$ cat config.mk
export PLATFORM = sky130hd
export DESIGN_NAME = mul_pipe_mac
export DESIGN_NICKNAME = d
export VERILOG_FILES = /design/src/rtl/mul_pipe_mac.sv
export SDC_FILE = /design/constraint.sdc
export NUM_CORES = 1
export LEC_CHECK = 0
export CORE_ASPECT_RATIO = 0.5
export CORE_MARGIN = 3
export CORE_UTILIZATION = 43
export DETAILED_ROUTE_END_ITERATION = 8
export GPL_TIMING_DRIVEN = 1
export PLACE_DENSITY = 0.71
export SLEW_MARGIN = 30
export SYNTH_ARGS = -nofsm -noshare
export SYNTH_HDL_FRONTEND = slang
export SYNTH_SLANG_ARGS = --single-unit
$ cat constraint.sdc
create_clock -name clk -period 6.56 [get_ports clk]
set_input_delay 0.656 -clock clk [delete_from_list [all_inputs] [get_ports clk]]
set_output_delay 0.656 -clock clk [all_outputs]
set_load 0.05 [all_outputs]
$ cat src/rtl/mul_pipe_mac.sv
// Pipelined signed/unsigned multiplier with running accumulator and valid/ready backpressure.
// Define MUL_PIPE_MAC_SAT_EN to clamp signed accumulate overflow and report it on out_sat.
module mul_pipe_mac #(
  parameter int A_BITLEN   = 17,
  parameter int B_BITLEN   = 17,
  parameter int STAGES     = 3,
  parameter int ACC_BITLEN = 48
) (
  input  logic                  clk,
  input  logic                  reset,
  input  logic                  in_valid,
  output logic                  in_ready,
  input  logic [A_BITLEN-1:0]   in_a,
  input  logic [B_BITLEN-1:0]   in_b,
  input  logic                  in_signed,
  input  logic                  in_acc,
  output logic                  out_valid,
  input  logic                  out_ready,
  output logic [ACC_BITLEN-1:0] out_p,
  output logic                  out_sat
);

  localparam int PW  = A_BITLEN + B_BITLEN;
  localparam int MID = STAGES - 2;

  generate
    if (ACC_BITLEN < PW) begin : g_acc_width_check
      $error("mul_pipe_mac: ACC_BITLEN must be >= A_BITLEN + B_BITLEN");
    end
    if (STAGES < 2 || STAGES > 8) begin : g_stages_check
      $error("mul_pipe_mac: STAGES must be in 2..8");
    end
  endgenerate

  function automatic logic signed [PW-1:0] ext_a(input logic [A_BITLEN-1:0] v, input logic sgn);
    return {{B_BITLEN{sgn & v[A_BITLEN-1]}}, v};
  endfunction

  function automatic logic signed [PW-1:0] ext_b(input logic [B_BITLEN-1:0] v, input logic sgn);
    return {{A_BITLEN{sgn & v[B_BITLEN-1]}}, v};
  endfunction

  function automatic logic signed [ACC_BITLEN-1:0] ext_acc(input logic signed [PW-1:0] p, input logic sgn);
    logic signed [ACC_BITLEN-1:0] r;
    r = {ACC_BITLEN{sgn & p[PW-1]}};
    r[PW-1:0] = p;
    return r;
  endfunction

`ifdef MUL_PIPE_MAC_SAT_EN
  // Returns {overflow, value}; overflow only possible when both addends share a sign.
  function automatic logic [ACC_BITLEN:0] sat_add(input logic signed [ACC_BITLEN-1:0] a,
                                                  input logic signed [ACC_BITLEN-1:0] x,
                                                  input logic en);
    logic signed [ACC_BITLEN-1:0] s;
    logic ovf;
    s   = a + x;
    ovf = en && (a[ACC_BITLEN-1] == x[ACC_BITLEN-1]) && (s[ACC_BITLEN-1] != a[ACC_BITLEN-1]);
    if (ovf) s = {a[ACC_BITLEN-1], {(ACC_BITLEN-1){~a[ACC_BITLEN-1]}}};
    return {ovf, s};
  endfunction
`endif

  logic stall;
  logic advance;

  assign stall    = out_valid && !out_ready;
  assign advance  = !stall;
  assign in_ready = !stall;

  // ---- stage 1: operand registers ----
  logic [A_BITLEN-1:0] a_p0;
  logic [B_BITLEN-1:0] b_p0;
  logic                sgn_p0;
  logic                accm_p0;
  logic                vld_p0;

  always_ff @(posedge clk) begin
    if (reset) vld_p0 <= 1'b0;
    else if (advance) vld_p0 <= in_valid;
  end

  always_ff @(posedge clk) begin
    if (advance) begin
      a_p0    <= in_a;
      b_p0    <= in_b;
      sgn_p0  <= in_signed;
      accm_p0 <= in_acc;
    end
  end

  logic signed [PW-1:0] prod_c;
  assign prod_c = ext_a(a_p0, sgn_p0) * ext_b(b_p0, sgn_p0);

  // ---- stages 2..STAGES-1: product delay line ----
  logic signed [PW-1:0] fin_prod;
  logic                 fin_sgn;
  logic                 fin_accm;
  logic                 fin_vld;

  generate
    if (MID == 0) begin : g_direct
      assign fin_prod = prod_c;
      assign fin_sgn  = sgn_p0;
      assign fin_accm = accm_p0;
      assign fin_vld  = vld_p0;
    end else begin : g_mid
      logic signed [PW-1:0] prod_pm [MID];
      logic                 sgn_pm  [MID];
      logic                 accm_pm [MID];
      logic                 vld_pm  [MID];

      always_ff @(posedge clk) begin
        if (reset) begin
          for (int i = 0; i < MID; i++) vld_pm[i] <= 1'b0;
        end else if (advance) begin
          vld_pm[0] <= vld_p0;
          for (int i = 1; i < MID; i++) vld_pm[i] <= vld_pm[i-1];
        end
      end

      always_ff @(posedge clk) begin
        if (advance) begin
          prod_pm[0] <= prod_c;
          sgn_pm[0]  <= sgn_p0;
          accm_pm[0] <= accm_p0;
          for (int i = 1; i < MID; i++) begin
            prod_pm[i] <= prod_pm[i-1];
            sgn_pm[i]  <= sgn_pm[i-1];
            accm_pm[i] <= accm_pm[i-1];
          end
        end
      end

      assign fin_prod = prod_pm[MID-1];
      assign fin_sgn  = sgn_pm[MID-1];
      assign fin_accm = accm_pm[MID-1];
      assign fin_vld  = vld_pm[MID-1];
    end
  endgenerate

  // ---- final stage: accumulate and output register ----
  logic signed [ACC_BITLEN-1:0] acc_r;
  logic signed [ACC_BITLEN-1:0] addend_c;
  logic signed [ACC_BITLEN-1:0] base_c;
  logic signed [ACC_BITLEN-1:0] res_c;
  logic                         sat_c;

  assign addend_c = ext_acc(fin_prod, fin_sgn);
  assign base_c   = fin_accm ? acc_r : '0;

`ifdef MUL_PIPE_MAC_SAT_EN
  logic [ACC_BITLEN:0] sum_c;
  assign sum_c = sat_add(base_c, addend_c, fin_accm & fin_sgn);
  assign res_c = sum_c[ACC_BITLEN-1:0];
  assign sat_c = sum_c[ACC_BITLEN];
`else
  assign res_c = base_c + addend_c;
  assign sat_c = 1'b0;
`endif

  always_ff @(posedge clk) begin
    if (reset) begin
      out_valid <= 1'b0;
      out_p     <= '0;
      out_sat   <= 1'b0;
      acc_r     <= '0;
    end else if (advance) begin
      out_valid <= fin_vld;
      if (fin_vld) begin
        out_p   <= res_c;
        out_sat <= sat_c;
        acc_r   <= res_c;
      end
    end
  end

endmodule

Yosys cells after proc, flatten, opt, wreduce, memory -nomap -nowiden
Memory sizes are Yosys's and may differ from the RTL's.
Cells that the tools add are included.
- bits in registers: 86
- bits in latches: 0
- memory bits (writable): 37
- ROM bits: 0
- bits of input ports: 40
- logic and storage cells: 30
- memories kept: 4
- memories (name ; depth ; width ; rd ports ; clocked after Yosys merged registers in ; wr ports ; line ; RTL):
    g_mid.prod_pm ; 1 ; 34 ; 1 ; 0 ; 1 ; 108 ; logic signed [PW-1:0] prod_pm [MID];
    g_mid.accm_pm ; 1 ; 1 ; 1 ; 0 ; 1 ; 110 ; logic accm_pm [MID];
    g_mid.sgn_pm ; 1 ; 1 ; 1 ; 0 ; 1 ; 109 ; logic sgn_pm [MID];
    g_mid.vld_pm ; 1 ; 1 ; 1 ; 0 ; 1 ; 111 ; logic vld_pm [MID];
- add/sub/neg operators: 1
- $mul: 1
- div/mod/pow operators: 0
- order comparisons: 0
- equality and inequality tests: 0
- shift operators: 0
- mux-type cells: 8
- bitwise logic cells: 4
- reductions and logical operators: 5
- operator list (operator ; number):
    48-bit by 35-bit adder with 48-bit output ; 1
    48-bit 2-to-1 mux ; 1
    18-bit by 18-bit multiplier with 34-bit output ; 1
    1-bit 2-to-1 mux ; 7
    1-bit bitwise AND ; 3
    1-bit zero test ; 2
    2-bit AND reduction ; 1
    1-bit logical AND ; 1
    1-bit inverter ; 1
    1-bit OR reduction ; 1

Depth between registers and ports, before layout
Gate-level depths: netlist (run 1).
- depth after elaboration: 7
- depth in mapped cells: 26
- mapped depth without buffers: 25

Worst setup path before layout (run 1)
OpenSTA, ideal clock, no wires.
- kind: register to register
- from: reg a_p0[16]
- to: mem g_mid.prod_pm[0][32] in the netlist's numbering (data pin)
- library setup time: 0.258 ns
- arrival: 6.215 ns
- required time: 6.302 ns
- slack: 0.088 ns
- stages on the path, launching flop included: 22
- path buffers: 1
- clock period less this slack: 6.472 ns
- cells stage by stage: edfxtp_1 and2_1 clkbuf_1 nand2_1 fa_1 fa_1 fa_1 inv_1 fa_1 fa_1 fa_1 ha_1 a21o_1 a21oi_1 nor2b_1 o31a_1 o211ai_1 nand2_1 or4_1 a31o_2 a21oi_1 xnor2_1
- cells in the longest elaborated chain, start to end: 2
- RTL lines (element ; line ; RTL):
    start: declaration ; 72 ; logic [A_BITLEN-1:0] a_p0;
    start signal: assignment ; 85 ; a_p0 <= in_a;
    1-bit bitwise AND ; 36 ; return {{B_BITLEN{sgn & v[A_BITLEN-1]}}, v};
    18-bit by 18-bit multiplier with 34-bit output (*) ; 93 ; assign prod_c = ext_a(a_p0, sgn_p0) * ext_b(b_p0, sgn_p0);
    named net prod_c[32] ; 92 ; logic signed [PW-1:0] prod_c;
    end: declaration ; 108 ;
Mark *: on every way through the listed nets, which the timed path passes. The rest lies on a longest branch.

Worst setup path after layout (run 1)
- from: reg b_p0[5]
- to: mem g_mid.prod_pm[0][27] in the netlist's numbering (data pin)
- cells in the longest elaborated chain, start to end: 1
- RTL lines (element ; line ; RTL):
    start: declaration ; 73 ; logic [B_BITLEN-1:0] b_p0;
    start signal: assignment ; 86 ; b_p0 <= in_b;
    18-bit by 18-bit multiplier with 34-bit output ; 93 ;
    named net prod_c[27] ; 92 ;
The timed path passes the listed nets, and every way through them passes these cells.

==> results_dict.tcl, run 1 <==
set metrics [dict create \
    r2r_slack_ps 220 \
    detail_route.first_pass.iterations 5 \
    seq_area_frac_synth_pct 17.4 \
    r2r_cells 25 \
    ant_nets 0 \
    finalSetupViolCount 0 \
    coreArea_sq_um 41200 \
    synthesis.area_sq_um 18300 \
    htreeDepth 4 \
    outcome "finished, final reports clean" \
    dr.first_iter.drc_count 832 \
    critPathLaunch "b_p0[5]$_DFFE_PN_" \
    grt.overflow.total 0 \
    ys_warn_count 0 \
    hold_class "flop to flop" \
    final_cells 2713 \
    grt_max_degree 74 \
    cts_buffer_depth 2 \
    ios 91 \
    period_share_pct 96.7 \
    area_growth_pct 15.9 \
    synth_nets 2505 \
    routed_wl_mm 46.1 \
    clock_sinks 123 \
    r2r-end "g_mid.prod_pm[0][27]$_DFFE_PN_" \
    clkTransAtPathRegs_ps 70 \
    critPathMaxFanout 4 \
    synth_ff_type "edfxtp_1" \
    cp.arrival_ps 6530 \
    drive_gt1_share_pct 8.15 \
    r2r-start "b_p0[5]$_DFFE_PN_" \
    hold_buffers 0 \
    yosysTopAreaCell "fa_1" \
    slew_viol_final 0 \
    die_w_microns 298 \
    crit_buf_inv 7 \
    netlist.area_leader.share_pct 34.5 \
    synth_area_leaders "fa_1 (34%), edfxtp_1 (12%), ha_1 (9.3%)" \
    maxCapViolations 0 \
    die_height_microns 152 \
    min_period_ps 6340 \
    whs_path_depth 0 \
    syn-mean-instance-area_sq_um 9.12 \
    required_ps 6750 \
    grt_pass1_wl_mm 75.0 \
    dp_cells 2658 \
    start_kind "flop" \
    cp_top_family "adder cells" \
    endpoint_kind "flop" \
    clk_latency_ps 450 \
    vias_per_cell 5.13 \
    dp_hpwl_mm 36.8 \
    async_flop_share_pct 0 \
    synth_most_common_cell "inv_1" \
    worst_pin_slew_ps 946 \
    antennaDiodeCount 0 \
    synth.top_cells.by_count "inv_1 (391), fa_1 (316), nand2_1 (277)" \
    start_util_pct 44.5 \
    fill_cells 3730 \
    hold_path_end "g_mid.accm_pm[0]$_DFFE_PN_" \
    dieArea_sq_um 45300 \
    cts_tree "yes" \
    vias 13920 \
    cts_buffers 17 \
    ys_seq_elements 123 \
    synth_cells 2012 \
    slowest_stage "fa_1" \
    min_from "accm_p0$_DFFE_PN_" \
    finClkSkew_ps 20.5 \
    rows 52 \
    drc 0 \
    grt_use_total_pct 20.7 \
    cts_root_buf "clkbuf_16" \
    max_freq_ghz 0.158 \
    nets 2626 \
    gp_congestion 0.988 \
    grt_pass1_vias 14302 \
    hold_viol_final 0 \
    yosysUniqueCellTypes 64 \
    routedWlPerCell_microns 17.0 \
    crit_top_cell "fa_1" \
    max_slew_margin_pct 36.9 \
    cpPeakStageDelay_ps 550 \
    critPathKind "flop to flop" \
    synth-edff-count 73 \
    antenna_found_initial 6 \
    port_buffers 89 \
]
## registers in the layout (all words and copies together), names as in the netlist, 17 cells and up
name	cells
acc_r	48
g_mid.prod_pm	34
a_p0	17
b_p0	17
## metal layers
layer  track usage, %  share of wire [%]
met1             28.1                 45
met2             33.1                 46
met3             4.48                6.3
met4             6.64                2.4
met5                0               0.17
## timing repair
action,in CTS,in global routing
setup endpoints to repair,1,9
gates resized for setup,1,33
hold endpoints to repair,0,0
pin swaps,0,12
buffers inserted,0,22
gates cloned,0,1
## cells by family after synthesis
kind of cell | count (synthesis) | synth area share (%)
AND/OR/NAND/NOR | 633 | 16.8
buffers and inverters | 473 | 9.70
adder cells (fa/ha/maj) | 453 | 43.8
XOR/XNOR | 71 | 3.39
AO/OA/AOI/OAI | 254 | 8.67
flip-flops | 123 | 17.4
multiplexers | 4 | 0.218
other | 1 | 0.0204
## how the worst max path moves through the flow
| stage | endpoint | slack (ps) | cells after the start |
|---|---|---|---|
| after CTS | g_mid.prod_pm[0][32]$_DFFE_PN_ | 30 | 21 |
| after floorplan | g_mid.prod_pm[0][32]$_DFFE_PN_ | 90 | 21 |
| after detailed placement | g_mid.prod_pm[0][27]$_DFFE_PN_ | -40 | 25 |
| after global routing | g_mid.prod_pm[0][27]$_DFFE_PN_ | -1 | 25 |
| final | g_mid.prod_pm[0][27]$_DFFE_PN_ | 220 | 25 |
| after global placement | g_mid.prod_pm[0][33]$_DFFE_PN_ | 140 | 25 |
## through the flow
step           hold WS (ps)  TNS (ps)  utilization, %  cell area [sq um]  setup slack (ps)
6_report                438         0            51.6              21300               217
5_1_grt                 454     -1.22            51.6              21300             -1.22
4_1_cts                 443         0            50.6              20900              28.3
3_5_place_dp            418     -38.2            49.2              20300             -38.2
3_3_place_gp            410         0            49.2              20300               140
2_1_floorplan           400         0               -              18300              88.0
## cell type report
cell class                      count  area, sq um  share of cell area [%]
Multi-Input combinational cell   1416        13500                    63.6
Sequential cell                   123         3190                    15.0
Timing Repair Buffer              184         1780                    8.36
Inverter                          391         1470                    6.90
Tap cell                          567          709                    3.34
Clock buffer                       17          425                    2.00
Clock inverter                     15          168                   0.788
## layout by cell type (no fill, tap or decap), drive strengths merged, types with 7 or more instances in the layout
cell and count:
o21a 13, ha 137, a21oi 96, clkdlybuf4s50 88
o21ai 48, edfxtp 73, or2 9, and3 16
dfxtp 50, clkbuf 18, nor2 64, nand4 10
nand2b 10, nand3 27, nand2 277, a211oi 13
nor2b 11, o21bai 9, fa 316, and2 168
o211ai 7, nor3 17, a21o 25, xor2 26
buf 95, inv 403, xnor2 45
Power of run 1 is left out: the tool's default activity adds up to more than one toggle a clock period on the data nets, which glitch-free logic cannot reach.
==> run 2: changes to the inputs <==
Settings changed: DONT_BUFFER_PORTS from default to 1, PLACE_DENSITY 0.71 to 0.68.
==> run 2 against run 1 <==
Against the previous run: register-to-register slack lost 80 ps; critical path type unchanged; sequential share of layout area grew 0.70 points; largest cell class unchanged; first-iteration DRC count shrank 14%; global-route usage shrank 0.36 points; die area is the same; clock skew shrank 1.4 ps; worst hold slack lost 160 ps; critical endpoint is now g_mid.prod_pm[0][32]$_DFFE_PN_; maximum frequency shrank 1.2%; non-clock buffer count shrank 90; final area shrank 4.4%; critical path depth shrank 3.
==> results_dict.tcl, run 2 (synthesis gave the netlist of run 1 again) <==
set metrics [dict create \
    outcome "finished, final reports clean" \
    critPathKind "flop to flop" \
    cp.arrival_ps 6620 \
    port_buffers 0 \
    vias 13430 \
    finClkSkew_ps 19.1 \
    clock_sinks 123 \
    crit_top_cell "fa_1" \
    vias_per_cell 5.11 \
    hold_class "input pin to flop" \
    ant_nets 0 \
    dp_cells 2573 \
    dieArea_sq_um 45300 \
    die_height_microns 152 \
    cp_top_family "adder cells" \
    grt_pass1_wl_mm 73.7 \
    r2r_cells 22 \
    setup_ws_ps 139 \
    antenna_found_initial 15 \
    period_share_pct 97.9 \
    slowest_stage "fa_1" \
    largest_register "acc_r" \
    r2r-start "a_p0[8]$_DFFE_PN_" \
    required_ps 6760 \
    hold_ws_ps 276 \
    r2r-end "g_mid.prod_pm[0][32]$_DFFE_PN_" \
    largest_register_ffs 48 \
    coreArea_sq_um 41200 \
    dr.first_iter.drc_count 712 \
    cts_root_buf "clkbuf_16" \
    die_w_microns 298 \
    cts_buffers 17 \
    ios 91 \
    cp_cell_sequence "buf_4 -> and2_1 -> fa_1 -> inv_1 -> fa_1 -> fa_1 -> inv_1 -> fa_1 -> fa_1 -> inv_1 -> fa_1 -> inv_1 -> ha_4 -> a21o_1 -> a21o_1 -> o31ai_2 -> buf_4 -> a211oi_2 -> or4_1 -> a31o_2 -> a21oi_2 -> xnor2_1" \
    drc 0 \
    start_util_pct 44.5 \
    max_freq_ghz 0.156 \
    min_from "reset" \
    grt_pass1_vias 13767 \
    start_kind "flop" \
    area_growth_pct 10.7 \
    min_period_ps 6420 \
    clkTransAtPathRegs_ps 70 \
    dp_hpwl_mm 36.1 \
    finalSetupViolCount 0 \
    detail_route.first_pass.iterations 5 \
    routedWlPerCell_microns 17.0 \
    hold_viol_final 0 \
    r2r_slack_ps 140 \
    critPathMaxFanout 7 \
    whs_path_depth 1 \
    grt_use_total_pct 20.3 \
    final_common_cell "inv_1" \
    cpPeakStageDelay_ps 530 \
    endpoint_kind "flop" \
    worst_pin_slew_ps 903 \
    top_regs "acc_r: 48 flops, g_mid.prod_pm: 34 flops" \
    nets 2536 \
    pre_cts_slack_ps 15.4 \
    crit_buf_inv 6 \
    clk_latency_ps 440 \
    drive_gt1_share_pct 8.46 \
    cts_tree "yes" \
    max_slew_margin_pct 39.8 \
    final_cells 2628 \
    hold_path_end "out_valid$_SDFFE_PP0N_" \
    slew_viol_final 0 \
    grt.overflow.total 0 \
    routed_wl_mm 44.7 \
    maxCapViolations 0 \
    gp_congestion 0.884 \
    rows 52 \
    grt_max_degree 54 \
    cts_buffer_depth 2 \
    htreeDepth 4 \
    final_cell_mix "inv_1 (390), fa_1 (313), nand2_1 (272), and2_1 (166), ha_1 (133)" \
]
-- run 2: metrics by stage --
step	area [sq um]	util (%)	TNS (ps)
2_1_floorplan	18300	-	0
3_3_place_gp	19400	47.1	0
3_5_place_dp	19400	47.1	0
4_1_cts	20000	48.5	0
5_1_grt	20300	49.3	-103
6_report	20300	49.3	0
-- run 2: cell type report --
type / instances / area (sq um)
Tap cell: 567 / 709
Timing Repair Buffer: 94 / 855
Clock inverter: 15 / 149
Clock buffer: 17 / 425
Inverter: 391 / 1470
Multi-Input combinational cell: 1416 / 13500
Antenna cell: 5 / 12.5
Fill cell: 3830 / 20900
Sequential cell: 123 / 3190
-- run 2: repair_timing --
action	4_1_cts	5_1_grt
hold buffers	0	0
pin swaps	0	19
setup endpoints to repair	1	9
gates resized for setup	1	34
gates cloned	0	1
setup buffers	0	17
-- run 2: worst max-delay path by stage --
| stage | start | slack (ps) | to | cells past startpoint |
|---|---|---|---|---|
| after global placement | b_p0[3]$_DFFE_PN_ | 80 | g_mid.prod_pm[0][33]$_DFFE_PN_ | 26 |
| final | a_p0[8]$_DFFE_PN_ | 140 | g_mid.prod_pm[0][32]$_DFFE_PN_ | 22 |
| after floorplan | a_p0[16]$_DFFE_PN_ | 90 | g_mid.prod_pm[0][32]$_DFFE_PN_ | 21 |
| after CTS | b_p0[3]$_DFFE_PN_ | 10 | g_mid.prod_pm[0][32]$_DFFE_PN_ | 23 |
| after global routing | b_p0[3]$_DFFE_PN_ | -60 | g_mid.prod_pm[0][32]$_DFFE_PN_ | 23 |
| after detailed placement | a_p0[16]$_DFFE_PN_ | 20 | g_mid.prod_pm[0][32]$_DFFE_PN_ | 22 |
-- run 2: routing by layer --
layer	wire length, microns	vias up	GRT usage (%)
li1	-	6345	-
met1	20500	6669	28.0
met2	20300	339	32.3
met3	3280	59	5.90
met4	583	18	3.53
met5	109	-	0
Power of run 2 is left out for the same reason.
==> edit 1 (config.mk and constraints of run 2) <==
Make the reset (`reset`) asynchronous in 3 clocked blocks.
--- a/src/rtl/mul_pipe_mac.sv
+++ b/src/rtl/mul_pipe_mac.sv
@@ -76,5 +76,5 @@
   logic                vld_p0;
 
-  always_ff @(posedge clk) begin
+  always_ff @(posedge clk or posedge reset) begin
     if (reset) vld_p0 <= 1'b0;
     else if (advance) vld_p0 <= in_valid;
@@ -111,5 +111,5 @@
       logic                 vld_pm  [MID];
 
-      always_ff @(posedge clk) begin
+      always_ff @(posedge clk or posedge reset) begin
         if (reset) begin
           for (int i = 0; i < MID; i++) vld_pm[i] <= 1'b0;
@@ -160,5 +160,5 @@
 `endif
 
-  always_ff @(posedge clk) begin
+  always_ff @(posedge clk or posedge reset) begin
     if (reset) begin
       out_valid <= 1'b0;
Behaviour: not the same (a bounded check fails within 4 cycles, from zero or initial values and one cycle with reset high; the reset may be asserted at any time).
==> edit 1 against run 2 <==
Area after synthesis decreased by 0.18%. Die area fell by 0.18%. Cell area shrank 0.55%. Sequential cell count is the same. Wire length shrank 3.1%. Critical path type unchanged. Maximum frequency up 1.3%. Highest routed layer unchanged. Worst setup slack better by 81 ps.
Power is left out: the tool's default activity adds up to more than one toggle a clock period on the data nets, which glitch-free logic cannot reach.
==> edit 1: results (changes against run 2) <==
- Status: complete, no violations (unchanged)
- Met2 wire length: 20000 um (was 20300 um)
- Max FO, Critical Path: 6 (was 7)
- Critical Path AT: 6510 ps (was 6620 ps)
- Syn_nets: 2422 (was 2505)
- Pin count of the biggest net entering global routing: 70 (was 54)
- Critical R2R Launch: sgn_p0 (was a_p0[8])
- Synth unique cells: 66 (was 64)
- Met3 wire len: 3290 um (was 3280 um)
- Nets: 2466 (was 2536)
- Fillcell total: 3751 (was 3830)
- Sequential-to-total area share from yosys stat: 18.8% (was 17.4%)
- Adder-cell share of the synthesized area: 43.9% (was 43.8%)
- Wire per inst: 17.0 um (about the same)
- Clk_skew: 19.7 ps (was 19.1 ps)
- R2R Setup Slk: 220 ps (was 140 ps)
- Initial DRC count: 666 (was 712)
- Mux contribution to synthesized area: 0.301% (was 0.218%)
- Compound-gate portion of the synthesized area: 8.72% (was 8.67%)
- Synth Area in XOR/XNOR: 3.54% (was 3.39%)
- Dpl cell area: 19300 um^2 (was 19400 um^2)
- First-pass GRT wire length: 72600 um (was 73700 um)
- Layout cell share with drive strength beyond 1: 8.71% (was 8.46%)
- Reg-to-Reg End: g_mid.prod_pm[0][33] (was g_mid.prod_pm[0][32])
- Synth top area cells: fa_1 35%, edfxtp_1 12%, ha_1 9.4% (was fa_1 34%, edfxtp_1 12%, ha_1 9.3%)
- Async set or reset register ratio after synthesis: 41.5% (was 0%)
- M1 WL: 19200 um (was 20500 um)
- Number of global-route vias before repair: 13600 (was 13800)
- Slowest stage delay, CP: 510 ps (was 530 ps)
- Vias per std cell: 5.02 (was 5.11)
- EDFF count, synth: 72 (was 73)
- All-Layer GR Usage: 20.1% (was 20.3%)
edit 1: changes by cell type in the layout (fill, tap and decap cells not counted), moves of 16 or more:
| cell | run 2 | this run |
|---|---|---|
| nand2_1 | 272 | 256 |
| a21oi_1 | 93 | 56 |
| a21o_1 | 24 | 47 |
| o21ai_0 | 45 | 72 |
| dfxtp_1 | 50 | 0 |
| nor2_1 | 64 | 38 |
| dfrtp_1 | 0 | 51 |
edit 1: cell type report:
type                            instances  area share [%]
Multi-Input combinational cell       1344            65.6
Timing Repair Buffer                   96            3.64
Sequential cell                       123            17.0
Inverter                              391            7.26
Antenna cell                            5          0.0619
Clock inverter                          9           0.341
Tap cell                              567            3.51
Clock buffer                           23            2.58
edit 1: timing repair:
| action | 4_1_cts | 5_1_grt |
|---|---|---|
| endpoints found under the setup margin | 1 | 4 |
| buffers inserted | 0 | 18 |
| gates resized for setup | 1 | 27 |
| pin swaps | 0 | 11 |
| hold buffers | 0 | 0 |
| hold endpoints to repair | 0 | 0 |
edit 1: cells by family after synthesis:
kind of cell,Yosys count
AO/OA/AOI/OAI,246
XOR/XNOR,74
adder cells (fa/ha/maj),453
buffers and inverters,462
flip-flops,123
multiplexers,5
other,1
AND/OR/NAND/NOR,565
edit 1: layer usage:
layer / vias to the layer above / GRT usage [%]
li1: 6070 / -
met1: 6354 / 26.7
met2: 337 / 32.5
met3: 63 / 6.06
met4: 14 / 4.91
met5: - / 0
edit 1: worst max-delay path by stage:
stage / to / start / cells past startpoint
final: g_mid.prod_pm[0][33] / sgn_p0 / 22
after detailed placement: g_mid.prod_pm[0][33] / b_p0[3] / 23
after global placement: g_mid.prod_pm[0][33] / a_p0[16] / 21
after global routing: g_mid.prod_pm[0][33] / a_p0[10] / 23
after floorplan: g_mid.prod_pm[0][33] / a_p0[13] / 25
after CTS: g_mid.prod_pm[0][33] / a_p0[16] / 22
edit 1: critical path, delay by kind of cell (launching register included):
kind | cells | cell delay [ps]
xor gates and xnor gates | 1 | 80
AOI/OAI and AO/OA | 8 | 1590
DFF | 1 | 420
buffers and inverters | 3 | 140
and+or+nand+nor | 3 | 670
adders and majority gates | 7 | 3160
edit 1: through the flow:
step | std cells | worst slack (ps) | hold WS [ps] | utilization (%)
floorplan | 1929 | 54.0 | 400 | -
global placement | 2503 | 109 | 401 | 47.0
detailed placement | 2503 | 31.0 | 435 | 47.0
CTS | 2535 | 39.1 | 277 | 48.4
global route | 2557 | -39.3 | 270 | 49.1
finish | 2558 | 220 | 283 | 49.1
==> edit 2 (settings of run 2) <==
Without the edit above. Set the parameter `STAGES` to 6 (it was 3).
--- a/src/rtl/mul_pipe_mac.sv
+++ b/src/rtl/mul_pipe_mac.sv
@@ -4,5 +4,5 @@
   parameter int A_BITLEN   = 17,
   parameter int B_BITLEN   = 17,
-  parameter int STAGES     = 3,
+  parameter int STAGES     = 6,
   parameter int ACC_BITLEN = 48
 ) (
Formal check against the unedited RTL: not equivalent (a bounded check fails within 4 cycles, from zero or initial values and one cycle with reset high).
==> edit 2 against run 2 <==
Synthesized cell count is 7.1% higher. Count of clock-buffer cells in the layout is 8 higher. Non-clock buffer count is 14 lower. Core utilization is 0.98 points lower. Cell area is 17% higher. Worst setup slack better by 100 ps. Die area is 19% higher. Wire length is 6.9% higher. Sequential cell count is 111 higher. First-iteration DRC count is 20% higher. Area after synthesis is 19% higher. Largest cell class unchanged. Highest routed layer unchanged.
==> edit 2: results (changes against run 2) <==
- Status: complete, no violations (unchanged)
- Vias per std cell: 5.06 (was 5.11)
- Syn_nets: 2648 (was 2505)
- All-Layer GR Usage: 18.3% (was 20.3%)
- RePlAce Congestion: 0.900 (was 0.884)
- Clk_skew: 10.7 ps (was 19.1 ps)
- Synth Area in XOR/XNOR: 2.92% (was 3.39%)
- Number of synthesis warnings: 0 (unchanged)
- Top flop regs: g_mid.prod_pm x136, acc_r x48 (was acc_r x48, g_mid.prod_pm x34)
- H-tree depth: 1 (was 4)
- CTS clk-pin slew, worst paths: 70 ps (about the same)
- Nets: 2669 (was 2536)
- Number of global-route vias before repair: 15000 (was 13800)
- Compound-gate portion of the synthesized area: 8.06% (was 8.67%)
- Clock power share: 10.5%
- Dpl cell area: 22800 um^2 (was 19400 um^2)
- Mux contribution to synthesized area: 0.143% (was 0.218%)
- Static leakage: approximately 11 nW
- Initial DRC count: 856 (was 712)
- Async set or reset register ratio after synthesis: 0% (unchanged)
- WHS Path Cells: 1 (unchanged)
- Fin cells: 2871 (was 2628)
- Critical Path AT: 6640 ps (was 6620 ps)
- Clk pwr: 1.45 mW
- Dpl ws: 112 ps (was 15.4 ps)
- Initial antenna violation count: 1 (was 15)
- First-pass GRT wire length: 78700 um (was 73700 um)
- Adder-cell share of the synthesized area: 36.8% (was 43.8%)
- Final worst path period share: 96.4% (was 97.9%)
- EDFF count, synth: 184 (was 73)
- Clock root cell: clkbuf_16 (unchanged)
- Pin count of the biggest net entering global routing: 149 (was 54)
- Fillcell total: 4545 (was 3830)
- Cell count of the worst reg-to-reg path: 22 (unchanged)
- Worst skew pair latency: 570 ps (was 440 ps)
- Top delay family on crit path: adder cells (unchanged)
- Layout cell share with drive strength beyond 1: 6.11% (was 8.46%)
- Slowest stage delay, CP: 570 ps (was 530 ps)
- Synth cell count leaders: 405 x inv_1, 316 x fa_1, 287 x nand2_1, 184 x edfxtp_1, 167 x and2_1 (was 391 x inv_1, 316 x fa_1, 277 x nand2_1, 168 x and2_1, 137 x ha_1)
- Gate Count Post-Synth: 2155 (was 2012)
- Sequential-to-total area share from yosys stat: 29.9% (was 17.4%)
- TritonCTS buffer count: 23 (was 17)
- Post-Place Cells: 2801 (was 2573)
- # port buffers: 0 (unchanged)
- DP HPWL: 37200 um (was 36100 um)
- Synth top area cells: fa_1 29%, edfxtp_1 25%, ha_1 7.8% (was fa_1 34%, edfxtp_1 12%, ha_1 9.3%)
- Max transition margin: 46.7% (was 39.8%)
- Diode count: 0 (was 5)
- Synth unique cells: 67 (was 64)
- Detailed Route WL: 47800 um (was 44700 um)
- Sw Ratio: 44.5%
- CTS Buffer Depth: 3 (was 2)
- Pre-antenna DRT Iters: 5 (unchanged)
edit 2: cell count changes in the layout (fill, tap and decap cells not counted), moves of 9 or more:
cell / change
nand2_1: +14
a21oi_1: +11
xnor2_1: +9
o21ai_0: -11
a21o_1: +20
edfxtp_1: +111
inv_1: +15
edit 2: layout make-up:
class	count	area [um^2]	area share [%]
clock buffer	25	583	2.45
clock inverter	17	223	0.935
inverter	406	1540	6.45
multi-input combinational	1431	13500	56.6
sequential	234	6530	27.4
tap	678	848	3.56
timing repair buffer	80	613	2.57
edit 2: final timing paths:
check	endpoint	startpoint	slack, ps
max reg2reg	g_mid.prod_pm[0][28]	a_p0[11]	240
min	acc_r[43]	reset	150
min reg2reg	g_mid.prod_pm[3][10]	g_mid.prod_pm[2][10]	420
max	g_mid.prod_pm[0][28]	a_p0[11]	240
edit 2: what timing repair did:
item | in CTS | in global routing
resized for setup | 0 | 2
hold buffers | 0 | 0
hold endpoints to repair | 0 | 0
buffers inserted | 0 | 28
setup endpoints to repair | 0 | 6
edit 2: routing by layer:
layer / track usage, % / wire, um / up-vias
met3: 4.37 / 3250 / 65
met4: 3.23 / 790 / 2
met2: 30.0 / 21500 / 374
met5: 0 / 13 / -
li1: - / - / 6863
met1: 25.1 / 22300 / 7222
edit 2: logic make-up (layout without fill, tap and decap cells):
| kind of cell | Yosys count | count (layout) |
|---|---|---|
| AND/OR/NAND/NOR | 626 | 626 |
| buffers and inverters | 490 | 528 |
| adder cells (fa/ha/maj) | 453 | 453 |
| AO/OA/AOI/OAI | 275 | 275 |
| flip-flops | 234 | 234 |
| XOR/XNOR | 73 | 73 |
| multiplexers | 3 | 3 |
| other | 1 | 1 |
